### config.mk
export PLATFORM = sky130hd
export DESIGN_NAME = uart_tx_fifo_drain_flat
export DESIGN_NICKNAME = d
export VERILOG_FILES = /design/src/rtl/uart_pkg.sv /design/src/rtl/uart_tx_fifo_drain_if.sv /design/src/rtl/uart_baud_tick.sv /design/src/rtl/uart_tx_fifo_drain.sv /design/src/flat_wrapper.sv
export SDC_FILE = /design/constraint.sdc
export NUM_CORES = 1
export LEC_CHECK = 0
export CELL_PAD_IN_SITES_DETAIL_PLACEMENT = 1
export CELL_PAD_IN_SITES_GLOBAL_PLACEMENT = 1
export CORE_ASPECT_RATIO = 0.6
export CORE_UTILIZATION = 42
export DETAILED_ROUTE_END_ITERATION = 8
export GPL_TIMING_DRIVEN = 0
export HOLD_SLACK_MARGIN = 0.08
export PLACE_DENSITY_LB_ADDON = 0.1
export SLEW_MARGIN = 20
export SYNTH_ARGS = -nofsm -noshare
export SYNTH_HDL_FRONTEND = slang
export SYNTH_HIERARCHICAL = 1
export SYNTH_SLANG_ARGS = --single-unit
### constraint.sdc
create_clock -name clk -period 3.39 [get_ports clk]
set_input_delay 0.678 -clock clk [delete_from_list [all_inputs] [get_ports clk]]
set_output_delay 0.678 -clock clk [all_outputs]
set_load 0.01 [all_outputs]
### src/rtl/uart_pkg.sv
// Shared UART definitions: FSM state codes, data width and default
// bit period, common to the TX drain and the receiver.
package uart_pkg;

    localparam int UART_DATA_BITS    = 8;
    localparam int UART_CLKS_PER_BIT = 868;

    localparam logic [2:0] ST_IDLE   = 3'd0;
    localparam logic [2:0] ST_START  = 3'd1;
    localparam logic [2:0] ST_DATA   = 3'd2;
    localparam logic [2:0] ST_PARITY = 3'd3;
    localparam logic [2:0] ST_STOP   = 3'd4;

endpackage

### src/rtl/uart_tx_fifo_drain_if.sv
// Read side of the TX FIFO: empty flag, fall-through head data, pop.
// master = FIFO occupancy controller, slave = uart_tx_fifo_drain.
interface uart_tx_fifo_drain_if;
    import uart_pkg::*;

    logic                      fifo_e;
    logic [UART_DATA_BITS-1:0] fifo_data;
    logic                      fifo_dec;

    modport master (
        output fifo_e,
        output fifo_data,
        input  fifo_dec
    );

    modport slave (
        input  fifo_e,
        input  fifo_data,
        output fifo_dec
    );

endinterface

### src/rtl/uart_baud_tick.sv
// Bit-period down-counter; tick pulses in the last cycle of each bit.
// Ports: clk, rst (sync, high), load (restart period), tick (boundary).
module uart_baud_tick
    import uart_pkg::*;
#(
    parameter int CLKS_PER_BIT = UART_CLKS_PER_BIT
) (
    input  logic clk,
    input  logic rst,
    input  logic load,
    output logic tick
);

    localparam int W = (CLKS_PER_BIT > 1) ? $clog2(CLKS_PER_BIT) : 1;
    localparam logic [W-1:0] TOP = W'(CLKS_PER_BIT - 1);

    logic [W-1:0] cnt;

    always_ff @(posedge clk) begin
        if (rst) begin
            cnt <= '0;
        end else if (load || cnt == '0) begin
            cnt <= TOP;
        end else begin
            cnt <= cnt - 1'b1;
        end
    end

    assign tick = (cnt == '0);

endmodule

### src/rtl/uart_tx_fifo_drain.sv
// UART TX draining the TX FIFO: pops one byte per frame and sends
// start, 8 data bits LSB first, optional even parity, stop bit(s).
// Ports: clk, rst (sync, high), fifo (slave), txd (idle high), busy.
// Build option: define UART_TX_PARITY_EN to insert the parity bit.
module uart_tx_fifo_drain
    import uart_pkg::*;
#(
    parameter int CLKS_PER_BIT = UART_CLKS_PER_BIT,
    parameter int STOP_BITS    = 1
) (
    input  logic                 clk,
    input  logic                 rst,
    uart_tx_fifo_drain_if.slave  fifo,
    output logic                 txd,
    output logic                 busy
);

    localparam logic [2:0] LAST_BIT  = 3'(UART_DATA_BITS - 1);
    localparam logic       LAST_STOP = (STOP_BITS == 2);

    logic [2:0]                state;
    logic [UART_DATA_BITS-1:0] shreg;
    logic [2:0]                bit_idx;
    logic                      stop_idx;
    logic                      tick;
    logic                      pop;
`ifdef UART_TX_PARITY_EN
    logic                      par;
`endif

    // Pop only from IDLE with data present; never while held in reset.
    assign pop           = !rst && state == ST_IDLE && !fifo.fifo_e;
    assign fifo.fifo_dec = pop;

    uart_baud_tick #(
        .CLKS_PER_BIT(CLKS_PER_BIT)
    ) u_tick (
        .clk  (clk),
        .rst  (rst),
        .load (pop),
        .tick (tick)
    );

    // txd is loaded with the level of the state being entered, so the
    // line changes on the same edge as the state.
    always_ff @(posedge clk) begin
        if (rst) begin
            state    <= ST_IDLE;
            txd      <= 1'b1;
            busy     <= 1'b0;
            shreg    <= '0;
            bit_idx  <= '0;
            stop_idx <= 1'b0;
`ifdef UART_TX_PARITY_EN
            par      <= 1'b0;
`endif
        end else begin
            case (state)
                ST_IDLE: begin
                    if (pop) begin
                        state    <= ST_START;
                        shreg    <= fifo.fifo_data;
                        bit_idx  <= '0;
                        stop_idx <= 1'b0;
                        txd      <= 1'b0;
                        busy     <= 1'b1;
`ifdef UART_TX_PARITY_EN
                        par      <= ^fifo.fifo_data;
`endif
                    end
                end
                ST_START: begin
                    if (tick) begin
                        state <= ST_DATA;
                        txd   <= shreg[0];
                    end
                end
                ST_DATA: begin
                    if (tick) begin
                        if (bit_idx == LAST_BIT) begin
`ifdef UART_TX_PARITY_EN
                            state <= ST_PARITY;
                            txd   <= par;
`else
                            state <= ST_STOP;
                            txd   <= 1'b1;
`endif
                        end else begin
                            bit_idx <= bit_idx + 1'b1;
                            shreg   <= {1'b0, shreg[UART_DATA_BITS-1:1]};
                            txd     <= shreg[1];
                        end
                    end
                end
`ifdef UART_TX_PARITY_EN
                ST_PARITY: begin
                    if (tick) begin
                        state <= ST_STOP;
                        txd   <= 1'b1;
                    end
                end
`endif
                ST_STOP: begin
                    if (tick) begin
                        if (stop_idx == LAST_STOP) begin
                            state <= ST_IDLE;
                            busy  <= 1'b0;
                        end else begin
                            stop_idx <= stop_idx + 1'b1;
                        end
                    end
                end
                default: begin
                    state <= ST_IDLE;
                    txd   <= 1'b1;
                    busy  <= 1'b0;
                end
            endcase
        end
    end

endmodule
### src/flat_wrapper.sv
// flat-port wrapper written by rule: the top's interface ports become plain ports
module uart_tx_fifo_drain_flat import uart_pkg::*;
#(
    parameter int CLKS_PER_BIT = UART_CLKS_PER_BIT,
    parameter int STOP_BITS    = 1
)
  (clk, rst, txd, busy, fifo_fifo_e, fifo_fifo_data, fifo_fifo_dec);
  uart_tx_fifo_drain_if fifo_i ();
  input  logic clk;
  input  logic rst;
  output logic txd;
  output logic busy;
  input wire logic [$bits(fifo_i.fifo_e)-1:0] fifo_fifo_e;
  input wire logic [$bits(fifo_i.fifo_data)-1:0] fifo_fifo_data;
  output wire logic [$bits(fifo_i.fifo_dec)-1:0] fifo_fifo_dec;
  assign fifo_i.fifo_e = fifo_fifo_e;
  assign fifo_i.fifo_data = fifo_fifo_data;
  assign fifo_fifo_dec = fifo_i.fifo_dec;
  uart_tx_fifo_drain #(.CLKS_PER_BIT(CLKS_PER_BIT), .STOP_BITS(STOP_BITS)) u_core (.clk(clk), .rst(rst), .fifo(fifo_i), .txd(txd), .busy(busy));
endmodule
==> summary.md, run 1 <==
| Metric | Value |
|---|---|
| Drt wl/cell | 15.8 µm |
| Critical path class | in2out |
| Syn avg cell area | 9.34 µm² |
| Dpl hpwl | between 2000 and 2500 µm |
| DRT antenna net count | 0 |
| Most numerous cell in the Yosys netlist | dfxtp_1 |
| Worst Hold Class | reg2reg |
| CP delay by family, top | buffers and inverters |
| Peak VDD IR | between 0.3 and 0.4 mV |
| FF+latch count, synth | 26 |
| Maximum fanout along the worst path | 9 |
| Share of Yosys cell area claimed by the top area cell type | 0.379 |
| CP max stage delay | 590 ps |
| Reg-to-Reg Start | u_core/u_tick/cnt[2]$_SDFF_PP0_ |
| Total GRT Usage | 0.207 |
| R2r setup slk | 190 ps |
| Pwr Density | roughly 690 mW/mm² |
| Yosys warns | 6 |
| CTS tree | done |
| Final setup viols | 0 |
| I/O Buffers | 13 |
| Critical Path RT | around 2700 ps |
| Vias per Instance | about 5.6 |
| Core Rows | 15 |
| Hold depth | 2 |
| Seq pwr share | 0.395 |
| Drt first pass iters | 4 |
| H-Tree Depth | 1 |
| Clk_skew | 4.43 ps |
| Clock share of power | 0.226 |
| Starting density of the core | 0.460 |
| P_int | 0.000718 W |
| Lkg Pwr | around 0.58 nW |
| Hold Slack | roughly 460 ps |
| Min Tclk post-route | about 3200 ps |
| CP startpoint | rst |
| Iteration-0 DRC Markers | 53 |
| Synth-to-layout area growth | 19.0% |
| Min-Delay Startpoint | u_core/busy$_SDFFE_PP0P_ |
| Largest net degree at the start of global routing | 16 |
| Die H | between 40 and 50 µm |
| Combinational power share | 0.379 |
| Slew margin rel. | 0.392 |
| Crit share post-route | 0.949 |
| Setup WS pre-CTS | -367 ps |
| Ranking of synthesized cells by area | dfxtp_1 38%, mux2i_1 7.3%, nor2_1 6.8%, a211oi_1 4.4%, a211oi_2 2.7% |
| Layout cells sized above 1 | 0.140 |
| Switching Share | 0.358 |
| CTS buffer count | 3 |
| Switching pwr | between 0.0004 and 0.0005 W |
| Area leader, netlist | dfxtp_1 |
| Die X | ~76 µm |
| Clock transition at path regs | 80 ps |
| Unrepaired setup endpoints after global routing | false |
| Final WL | 3260 µm |
| Most frequent cells after synthesis | 26 x dfxtp_1, 25 x nor2_1, 10 x mux2i_1 |
| Final Worst Setup Slack | around 170 ps |
| Antenna violations before repair | 0 |
| Core Area | 0.00298 mm² |
| Die Area | between 0.003 and 0.004 mm² |
| Max-slew violations | 0 |
| R2R cell count | 8 |
| Setup crit start kind | input port |
| Post-Syn Instances | ~150 |
| CP endpoint kind | output pin |
| Synth Flop Type | dfxtp_1 |
| Crit path DAT | 2540 ps |
| Io pins | 14 |
| CP max stage cell | clkdlybuf4s50_1 |
| Clock Latency Late Sink | about 270 ps |
| WHS Endpoint | u_core/busy$_SDFFE_PP0P_ |
| First-pass GRT wire length | roughly 5200 µm |
| Reg-to-reg endpoint | u_core/shreg[3]$_SDFFE_PP0P_ |
| Seq/Total Area, Yosys | 0.379 |
| Asr flop ratio synth | 0 |
| CTS Buffer Depth | 2 |
| DRC errors left | 0 |
| Vias | between 1,000 and 1,500 |
| Gr ovfl total | 0 |
| Least-Margin Pin Slew | between 900 and 1000 ps |
| Syn Nets | about 160 |
| Root Buffer | clkbuf_8 |
| N_diodes | 0 |
| Post-synth cell types | 40 |
| Fmax | about 0.31 GHz |
| Total of max-cap violations | 0 |
| Post-synthesis cell area | approximately 0.0014 mm² |
| GP Congestion | approximately 0.76 |
| Bufs and invs on worst path | 3 |
| Post-synth EDFFs | 0 |
| Status | completed |
| Final #Nets | ~180 |
| Crit-path cells | dlygate4sd2_1, buf_6, or4_4, nor2_4, clkdlybuf4s50_1 |
| Final hold vios | 0 |
| Vias in the first global route | 1,100 |
| CTS sink cnt | 26 |
==> cell families after synthesis <==
logic type / synth area share
mux: 0.0893
fa+ha+maj: 0.0274
buf+inv: 0.0693
xor+xnor: 0.0255
compound gates: 0.187
simple gates: 0.222
flops: 0.379
==> power groups by stage <==
stage	Sequential (W)	Combinational (W)	Clock (W)
finish	0.000442	0.000424	0.000253
global route	0.000452	0.000459	0.000272
CTS	0.000441	0.000420	0.000261
detailed placement	0.000448	0.000418	0
global placement	0.000442	0.000392	0
floorplan	0.000431	0.000312	0
==> cell usage in the layout (no fill, tap or decap), types with 4 or more instances in the layout <==
master	synthesis	routed
a211oi_1	8	8
a21oi_1	5	5
clkbuf_8	2	5
clkdlybuf4s50_1	0	12
dfxtp_1	26	26
inv_1	5	5
mux2i_1	10	10
nand2_1	4	4
nor2_1	25	24
nor3_1	5	5
nor4_1	4	4
o21ai_0	5	5
xnor2_1	4	4
==> how the worst max path moves through the flow <==
stage | end | slack (ps) | depth (start not counted)
floorplan | u_core/shreg[2]$_SDFFE_PP0P_ | 980 | 8
global placement | fifo_fifo_dec | -320 | 5
detailed placement | fifo_fifo_dec | -370 | 5
CTS | fifo_fifo_dec | 180 | 5
global route | u_core/shreg[3]$_SDFFE_PP0P_ | 60 | 8
finish | fifo_fifo_dec | 170 | 5
==> per-layer routing <==
layer / track usage / share of wire / vias up / wire (µm)
met2: 0.320 / 0.43 / 17 / 1420
met5: 0 / 0 / - / 0
li1: - / - / 570 / -
met1: 0.286 / 0.53 / 564 / 1720
met3: 0.0481 / 0.029 / 5 / 95
met4: 0.0630 / 0.0074 / 0 / 24
==> metrics by stage <==
stage | instance area (µm²) | total power [W] | instances | setup TNS (ps) | utilization
after detailed placement | 1560 | 0.000866 | 202 | -367 | 0.521
final | 1630 | 0.00112 | 206 | 0 | 0.547
after global routing | 1630 | 0.00118 | 206 | 0 | 0.547
after CTS | 1630 | 0.00112 | 206 | 0 | 0.547
after floorplan | 1370 | 0.000743 | 147 | 0 | -
after global placement | 1560 | 0.000835 | 202 | -325 | 0.521
==> area by class of cell <==
cell class,instances,area (µm²)
Tap cell,42,52.6
Sequential cell,26,520
Multi-Input combinational cell,108,764
Buffer,8,76.3
Timing Repair Buffer,13,129
Fill cell,350,1350
Clock buffer,3,41.3
Clock inverter,1,30.0
Inverter,5,18.8
==> registers in the layout, summed over array words and instances, names as in the netlist <==
name,cells
u_core/busy,1
u_core/bit_idx,3
u_core/u_tick/cnt,10
u_core/shreg,8
u_core/txd,1
u_core/state,3
==> tightest hold or removal path, cell delays in order, from the launching register on <==
cell and delay, ps:
dfxtp_1 320, inv_1 50, a211oi_1 50
==> repair_timing <==
action | CTS | global route
buffers inserted | 0 | 0
setup endpoints to repair | 1 | 0
hold buffers | 0 | 0
gates resized for setup | 3 | 0
Power figures use the tool's default switching activity.
==> inputs of run 2 (changes only) <==
- CAP_MARGIN: default -> 20
==> results of run 2 <==
No change in the layout: final DEF, timing and power equal those of run 1.
==> inputs of run 3 (changes only) <==
==> constraint.sdc (replaced) <==
create_clock -name clk -period 3.39 [get_ports clk]
set_input_delay 0.339 -clock clk [delete_from_list [all_inputs] [get_ports clk]]
set_output_delay 0.339 -clock clk [all_outputs]
set_load 0.01 [all_outputs]
==> summary.md, run 3 (synthesized netlist as in run 1, its figures left out) <==
| Metric | Value |
|---|---|
| Vias per Instance | approximately 5.6 |
| Peak VDD IR | about 0.33 mV |
| Final Worst Setup Slack | 262 ps |
| Core Rows | 15 |
| Dpl hpwl | 2470 µm |
| Starting density of the core | 0.460 |
| Layout cells sized above 1 | 0.134 |
| Setup tns final | 0 ps |
| Seq pwr share | 0.397 |
| Iteration-0 DRC Markers | 74 |
| I/O Buffers | 13 |
| Largest reg by FF count | u_core/u_tick/cnt |
| Max reg flops | 10 |
| CP endpoint kind | flop |
| Core Util, Final | 0.545 |
| Total length of routed met2 wires | roughly 1400 µm |
| CTS Hold Buffers Added | 0 |
| Antenna violations before repair | 0 |
| Met1 WL | around 1700 µm |
| R2R cell count | 8 |
| DRT antenna net count | 0 |
| Crit share post-route | 0.923 |
| R2r setup slk | 260 ps |
| WHS Endpoint | u_core/busy$_SDFFE_PP0P_ |
| Crit path DAT | 3320 ps |
| Vias in the first global route | ~1,100 |
| Final hold vios | 0 |
| Setup crit start kind | flop |
| Placed cells | between 200 and 250 |
| CTS buffer count | 3 |
| Die X | 75.8 µm |
| Top Registers | u_core/u_tick/cnt: 10 flops, u_core/shreg: 8 flops |
| Drt first pass iters | 4 |
| Status | completed |
| Clock share of power | 0.226 |
| Lkg Pwr | ~0.58 nW |
| Pwr Density | a little under 700 mW/mm² |
| Synth-to-layout area growth | 18.5% |
| Highest Signal Layer | met4 |
| Max-slew violations | 0 |
| Crit-path cells | nor4_1, nand2_1, nor3_1, and2b_2, o2bb2ai_4, buf_8, nor2_1, a211oi_2 |
| DRC errors left | 0 |
| Post-CTS setup buffers | 0 |
| Clock Latency Late Sink | between 200 and 300 ps |
| Most frequent cells in the layout | 26 x dfxtp_1, 25 x nor2_1, 13 x clkdlybuf4s50_1 |
| P_int | just over 0.0007 W |
| Worst Hold Class | reg2reg |
| Clk_skew | 3.72 ps |
| Commonest non-fill, non-tap cell in the layout | dfxtp_1 |
| Root Buffer | clkbuf_8 |
| Reg-to-Reg Start | u_core/u_tick/cnt[2]$_SDFF_PP0_ |
| Io pins | 14 |
| Vias | between 1,000 and 1,500 |
| Min-Delay Startpoint | u_core/busy$_SDFFE_PP0P_ |
| Die Area | between 0.003 and 0.004 mm² |
| H-Tree Depth | 1 |
| CP max stage delay | roughly 770 ps |
| Post-CTS Resized | 0 |
| Setup WS pre-CTS | 311 ps |
| Unrepaired setup endpoints after global routing | false |
| CTS tree | done |
| CP max stage cell | nor4_1 |
| Clock transition at path regs | around 90 ps |
| Min Tclk post-route | 3130 ps |
| Least-Margin Pin Slew | between 800 and 900 ps |
| Maximum fanout along the worst path | 10 |
| Final WL | about 3200 µm |
| Final #Nets | between 150 and 200 |
| N_diodes | 0 |
| Final Non-Filler Cells | roughly 200 |
| Gr ovfl total | 0 |
| Slew margin rel. | 0.411 |
| Die H | approximately 46 µm |
| Drt wl/cell | between 15 and 20 µm |
| Combinational power share | 0.376 |
| Critical path class | reg2reg |
| Total of max-cap violations | 0 |
| Total GRT Usage | 0.204 |
| Switching pwr | 0.000396 W |
| Core Area | approximately 0.0030 mm² |
| Met3 Wirelength | around 87 µm |
| Hold depth | 2 |
| GP Congestion | 0.764 |
| Final setup viols | 0 |
| First-pass GRT wire length | ~5200 µm |
| Fmax | about 0.32 GHz |
| Reg-to-reg endpoint | u_core/shreg[3]$_SDFFE_PP0P_ |
| CTS Buffer Depth | 2 |
| CTS sink cnt | 26 |
| Critical Path RT | 3580 ps |
| Largest net degree at the start of global routing | 16 |
| Total Power | between 0.001 and 0.0015 W |
| Switching Share | 0.356 |
[run 3: changes by cell type in the layout (fill, tap and decap cells not counted)]
cell,before,now
nor2_4,1,0
dlygate4sd2_1,1,0
nor2_1,24,25
clkdlybuf4s50_1,12,13
[run 3: stage by stage]
| stage | hold slack (ps) | area, µm² |
|---|---|---|
| after floorplan | 408 | 1370 |
| after global placement | 444 | 1560 |
| after detailed placement | 455 | 1560 |
| after CTS | 469 | 1630 |
| after global routing | 491 | 1630 |
| final | 458 | 1630 |
[run 3: how the worst max path moves through the flow]
| stage | to | slack [ps] | from | cells past startpoint |
|---|---|---|---|---|
| final | u_core/shreg[3]$_SDFFE_PP0P_ | 260 | u_core/u_tick/cnt[2]$_SDFF_PP0_ | 8 |
| after global routing | u_core/shreg[3]$_SDFFE_PP0P_ | 60 | u_core/u_tick/cnt[2]$_SDFF_PP0_ | 8 |
| after CTS | u_core/shreg[3]$_SDFFE_PP0P_ | 290 | u_core/u_tick/cnt[2]$_SDFF_PP0_ | 8 |
| after detailed placement | fifo_fifo_dec | 310 | rst | 5 |
| after global placement | fifo_fifo_dec | 350 | rst | 5 |
| after floorplan | u_core/shreg[2]$_SDFFE_PP0P_ | 980 | u_core/u_tick/cnt[2]$_SDFF_PP0_ | 8 |
[run 3: layer usage]
metal | vias up | global-route usage
met5 | - | 0
met4 | 0 | 0.0630
met3 | 5 | 0.0481
met2 | 15 | 0.308
met1 | 559 | 0.286
li1 | 571 | -
[run 3: power groups by stage]
stage | logic, W | registers (W) | clock network (W)
after floorplan | 0.000312 | 0.000431 | 0
after global placement | 0.000392 | 0.000442 | 0
after detailed placement | 0.000418 | 0.000448 | 0
after CTS | 0.000419 | 0.000441 | 0.000261
after global routing | 0.000456 | 0.000452 | 0.000272
final | 0.000419 | 0.000443 | 0.000252
[run 3: area by class of cell]
class | count | area [µm²]
fillers | 351 | 1360
flip-flops and latches | 26 | 520
plain buffers | 8 | 76.3
multi-input cells | 108 | 757
well taps | 42 | 52.6
clock buffers | 3 | 41.3
repair buffers | 13 | 130
clock inverters | 1 | 30.0
inverters | 5 | 18.8
[run 3: critical path, delay by kind of cell (launching register included)]
family          cells  cell delay (ps)
buf+inv             1              190
flops               1              370
simple gates        5             2060
compound gates      2              430
